### config.mk
export PLATFORM = sky130hd
export DESIGN_NAME = ioctl_loader
export DESIGN_NICKNAME = d
export VERILOG_FILES = /design/src/rtl/ioctl_loader.sv
export SDC_FILE = /design/constraint.sdc
export NUM_CORES = 1
export LEC_CHECK = 0
export ABC_AREA = 1
export BUFFER_PORTS_ARGS = -buffer_cell sky130_fd_sc_hd__buf_4
export CAP_MARGIN = 20
export CORE_MARGIN = 10
export CORE_UTILIZATION = 57
export CTS_CLUSTER_DIAMETER = 100
export DETAILED_ROUTE_END_ITERATION = 10
export HOLD_SLACK_MARGIN = 0.15
export PLACE_DENSITY = 0.86
export SKIP_LAST_GASP = 1
export SLEW_MARGIN = 5
export SYNTH_ARGS = -nofsm -noshare
export SYNTH_HDL_FRONTEND = slang
export SYNTH_SLANG_ARGS = --single-unit
### constraint.sdc
create_clock -name clk_sys -period 8.1 [get_ports clk_sys]
set_clock_uncertainty 0.1 [all_clocks]
set_input_delay 0.405 -clock clk_sys [delete_from_list [all_inputs] [get_ports clk_sys]]
set_output_delay 0.405 -clock clk_sys [all_outputs]
set_load 0.01 [all_outputs]
### src/rtl/ioctl_loader.sv
// Download loader: routes ioctl byte stream into ROM/RAM regions or a config
// register, holds the emulated core in reset while loading and settling.
module ioctl_loader #(
    parameter int         ADDR_W        = 16,
    parameter int         NUM_REGIONS   = 4,
    parameter logic [7:0] CFG_INDEX     = 8'd1,
    parameter int         CFG_BYTES     = 4,
    parameter int         SETTLE_CYCLES = 16
) (
    input  logic                     clk_sys,
    input  logic                     reset,
    input  logic                     ioctl_download,
    input  logic [7:0]               ioctl_index,
    input  logic                     ioctl_wr,
    input  logic [24:0]              ioctl_addr,
    input  logic [7:0]               ioctl_dout,
    output logic [ADDR_W-1:0]        dn_addr,
    output logic [7:0]               dn_data,
    output logic [NUM_REGIONS-1:0]   dn_wr,
    output logic [CFG_BYTES*8-1:0]   cfg,
    output logic                     core_reset,
    output logic                     done,
    output logic [7:0]               checksum,
    output logic [24:0]              byte_count,
    output logic                     err
);

    localparam int                CNT_W       = (SETTLE_CYCLES > 2) ? $clog2(SETTLE_CYCLES) : 1;
    localparam logic [CNT_W-1:0]  SETTLE_LOAD = CNT_W'(SETTLE_CYCLES - 1);
    localparam logic [25:0]       ADDR_LIMIT  = 26'd1 << ADDR_W;

    typedef enum logic [1:0] {IDLE, LOAD, SETTLE} state_t;

    state_t                  state;
    state_t                  state_next;
    logic [CNT_W-1:0]        settle_cnt;
    logic                    accept;
    logic                    start;
    logic                    settle_load;
    logic                    settle_end;
    logic                    is_cfg;
    logic                    cfg_hit;
    logic                    mem_hit;
    logic [NUM_REGIONS-1:0]  region_onehot;

    always_ff @(posedge clk_sys or posedge reset) begin
        if (reset) begin
            state <= IDLE;
        end else begin
            state <= state_next;
        end
    end

    // The settle hold ends on the edge where the counter steps down to zero,
    // so core_reset is released SETTLE_CYCLES edges after the download drops.
    always_comb begin
        state_next  = state;
        accept      = 1'b0;
        start       = 1'b0;
        settle_load = 1'b0;
        settle_end  = 1'b0;
        case (state)
            IDLE: begin
                if (ioctl_download) begin
                    state_next = LOAD;
                    start      = 1'b1;
                end
            end
            LOAD: begin
                accept = ioctl_wr;
                if (!ioctl_download) begin
                    state_next  = SETTLE;
                    settle_load = 1'b1;
                end
            end
            SETTLE: begin
                if (ioctl_download) begin
                    state_next = LOAD;
                    start      = 1'b1;
                end else if (settle_cnt <= CNT_W'(1)) begin
                    state_next = IDLE;
                    settle_end = 1'b1;
                end
            end
            default: state_next = IDLE;
        endcase
    end

    // The config index wins over the region decode when the two overlap.
    always_comb begin
        region_onehot = '0;
        for (int i = 0; i < NUM_REGIONS; i++) begin
            region_onehot[i] = (ioctl_index == 8'(i));
        end
        is_cfg  = (ioctl_index == CFG_INDEX);
        cfg_hit = is_cfg && ({7'b0, ioctl_addr} < 32'(CFG_BYTES));
        mem_hit = !is_cfg && ({24'b0, ioctl_index} < 32'(NUM_REGIONS))
                  && ({1'b0, ioctl_addr} < ADDR_LIMIT);
    end

    always_ff @(posedge clk_sys or posedge reset) begin
        if (reset) begin
            dn_wr      <= '0;
            dn_addr    <= '0;
            dn_data    <= '0;
            cfg        <= '0;
            checksum   <= '0;
            byte_count <= '0;
            err        <= 1'b0;
            done       <= 1'b0;
            core_reset <= 1'b1;
            settle_cnt <= '0;
        end else begin
            dn_wr      <= '0;
            done       <= settle_end;
            core_reset <= (state_next != IDLE);

            if (settle_load) begin
                settle_cnt <= SETTLE_LOAD;
            end else if (state == SETTLE && settle_cnt != '0) begin
                settle_cnt <= settle_cnt - CNT_W'(1);
            end

            if (start) begin
                checksum   <= '0;
                byte_count <= '0;
                err        <= 1'b0;
            end else if (accept) begin
                checksum   <= checksum + ioctl_dout;
                byte_count <= byte_count + 25'd1;
                if (mem_hit) begin
                    dn_wr   <= region_onehot;
                    dn_addr <= ioctl_addr[ADDR_W-1:0];
                    dn_data <= ioctl_dout;
                end else if (!cfg_hit) begin
                    err <= 1'b1;
                end
                for (int k = 0; k < CFG_BYTES; k++) begin
                    if (cfg_hit && ioctl_addr == 25'(k)) begin
                        cfg[8*k +: 8] <= ioctl_dout;
                    end
                end
            end
        end
    end

endmodule

==> key figures <==
Logic synthesis
  – Sequential-to-total area share from yosys stat: 50.7%
  – Ys flop type: dfrtp_1
  – Post-synth net total: 678
  – FFs w/ async S/R, synth: 100%
  – Synth Instances: roughly 620
  – Post-synth top area share: 50.1%
  – Synth top area cells: dfrtp_1 50%, nand2_1 16%, nand3_1 6.3%
  – #FFs+latches synth: ~100
  – Synth unique cells: 43
  – Synth warn: 0
  – Post-Syn Area: 0.00504 mm²
  – Post-synth top area cell: dfrtp_1
  – Mean Syn Cell Area: roughly 8 µm²
  – Number of synthesized flops with an enable pin: 0

Global routing
  – Tot GR Track Use: 22.1%
  – Vias in the first global route: 4839
  – First-pass GRT wire length: 23700 µm
  – Largest net degree at the start of global routing: 58
  – Overflow after GRT: 0
  – Antenna violations before repair: 1

CTS
  – CTS buffer count: 9
  – Resized Gates After CTS: 0
  – Clk Latency, worst-skew pair: 0.37 ns
  – Clock sinks: 102
  – Post CTS Setup Buffer Count: 0
  – CTS root buffer: clkbuf_8
  – CTS tree: built
  – Maximum level of the CTS H-tree: 3
  – Clock transition at path regs: approximately 0.09 ns
  – Max Buffers Root-to-Sink: 2

STA
  – Fmax achieved: 383 MHz
  – Final worst-path cycle share: 32.2%
  – Relative slew slack: roughly 54%
  – Hold Vio Cnt, Final: 0
  – Unrepaired setup endpoints after global routing: false
  – Fin. max-slew vios: 0
  – Final Setup Violations: 0
  – Actual slew at the worst max-slew pin: 0.685 ns
  – Fin crit period: 2.61 ns
  – TNS Setup: 0 ns

Routing
  – Detailed Route Iter0 Violations: 341
  – DR pass1 iterations: 5
  – Vias: 4820
  – Number of remaining DRC errors: 0
  – Final WL: 14200 µm
  – Via-per-instance ratio: 5.43
  – Antenna viol nets, final: 0
  – Drt wl/cell: roughly 16 µm

Die
  – Row count: 34
  – Initial Util: 58.1%
  – Die area: 0.0130 mm²
  – Die Y: 114 µm
  – Core ar.: 0.00868 mm²
  – # IOs: 141
  – Die W: 114 µm

Placement
  – Port buffer count: 140
  – HPWL after detailed placement: ~11000 µm
  – Placed Cells incl. Taps: 858
  – Routability cong.: between 0.8 and 0.9

Pwr
  – P per Cell Area: around 190 mW/mm²
  – Clock share of power: 30.3%
  – P_int: 840 µW
  – Leakage: 3.61 nW
  – Comb power frac: approximately 22%
  – Flop pwr share: ~48%
  – Sw frac: 30.3%
  – Maximum vdd drop: 123 µV
  – Switching power: 365 µW

Worst setup path
  – Data required, critical path: around 8.3 ns
  – Startpoint Class: flip-flop
  – Worst R2R Start: state[1]$_DFF_PP0_
  – Reg-to-Reg End: dn_addr[3]$_DFFE_PP0P_
  – Setup crit end kind: flip-flop
  – FF-to-FF path depth: 7
  – CP Max Fanout: 33
  – Kind of critical path: reg2reg
  – R2R Setup Slk: ~5.5 ns
  – Arr. time, crit path: 2.82 ns

Worst hold path
  – HP Start: ioctl_addr[13]
  – Hold EP: dn_addr[13]$_DFFE_PP0P_
  – Hold depth: 3
  – HP Class: in2reg

Layout
  – Final-layout fill cell count: 650
  – Register area: approximately 0.0026 mm²
  – Commonest cells after routing, fill and taps aside: 221 x nand2_1, 142 x buf_4, 101 x dfrtp_1
  – Final Util: 74.9%
  – Area delta synth->final: 29.0%
  – Share of cells above drive strength 1: 23.8%
  – Area of the multi-input gates: 0.00222 mm²
  – Most common cell after layout, fill and taps aside: nand2_1
  – Final Net Count: 830
  – Post-route insts no fill: between 800 and 900

Outcome
  – Status: finished, final reports clean

Run
  – Max-cap violations: 0
-- worst max-delay path: stages, from the launching register on --
cell and delay (ns):
dfrtp_1 0.37, inv_1 0.16, nand3_4 0.22, inv_2 0.38
nand3_2 0.58, inv_2 0.51, nand2_1 0.13, nand2_1 0.09
-- registers in the layout (all words and copies together), names as in the netlist --
register / flops
byte_count: 25
cfg: 32
checksum: 8
core_reset: 1
dn_addr: 16
dn_data: 8
dn_wr: 4
done: 1
err: 1
settle_cnt: 4
state: 2
-- stage by stage --
step                cell area (µm²)  worst slack [ns]  power, mW  hold slack (ns)
finish                         6500              5.49       1.21            0.156
global route                   6500              5.30       1.27            0.151
CTS                            6500              5.58       1.21            0.150
detailed placement             6150              5.60      0.846            0.368
global placement               6150              5.75      0.833            0.354
floorplan                      5040              4.92      0.736            0.371
-- area by class of cell --
cell class / count / share of cell area (%)
Sequential cell: 102 / 39.3
Multi-Input combinational cell: 459 / 34.1
Timing Repair Buffer: 154 / 18.2
Inverter: 47 / 2.75
Clock buffer: 10 / 2.12
Tap cell: 108 / 2.08
Clock inverter: 6 / 1.40
Antenna cell: 1 / 0.0385
-- power by group through the flow --
stage / clock network [mW] / logic (mW) / registers, mW
2_1_floorplan: 0 / 0.147 / 0.589
3_3_place_gp: 0 / 0.249 / 0.584
3_5_place_dp: 0 / 0.260 / 0.586
4_1_cts: 0.368 / 0.266 / 0.576
5_1_grt: 0.387 / 0.297 / 0.582
6_report: 0.366 / 0.263 / 0.577
-- cell families (layout without fill, tap and decap cells) --
family / after synthesis / after routing / share of synthesized area (%)
AO/OA/AOI/OAI: 43 / 43 / 4.74
XOR/XNOR: 3 / 3 / 0.521
adder cells (fa/ha/maj): 12 / 12 / 3.13
buffers and inverters: 60 / 217 / 5.34
flip-flops: 102 / 102 / 50.7
other: 1 / 2 / 0.0744
AND/OR/NAND/NOR: 400 / 400 / 35.5
-- cell usage after synthesis (4+ instances only) --
cell	n
nand3_1	63
buf_6	5
nor3_1	11
dfrtp_1	101
nand2_1	221
a21oi_1	17
inv_1	44
nor2_1	71
ha_1	11
o21ai_0	16
buf_2	5
nand4_1	4
-- timing repair --
action / 4_1_cts / 5_1_grt
endpoints found under the setup margin: 0 / 0
hold buffers: 12 / 0
endpoints found under the hold margin: 55 / 0
-- how the worst max path moves through the flow --
stage / slack, ns / start / endpoint
2_1_floorplan: 4.92 / reset / byte_count[0]$_DFFE_PP0P_
3_3_place_gp: 5.75 / ioctl_wr / dn_data[7]$_DFFE_PP0P_
3_5_place_dp: 5.60 / state[1]$_DFF_PP0_ / dn_addr[13]$_DFFE_PP0P_
4_1_cts: 5.58 / state[1]$_DFF_PP0_ / dn_addr[13]$_DFFE_PP0P_
5_1_grt: 5.30 / state[1]$_DFF_PP0_ / dn_addr[3]$_DFFE_PP0P_
6_report: 5.49 / state[1]$_DFF_PP0_ / dn_addr[3]$_DFFE_PP0P_
-- metal layers --
metal	wire [µm]	part of all wire [%]	GRT usage, %	vias up
li1	-	-	-	2287
met1	5410	38	26.9	2292
met2	7210	51	37.2	212
met5	0	0	0	-
met3	1260	8.9	5.93	29
met4	331	2.3	7.18	0
Note: power is estimated with default switching activity, not from simulation.
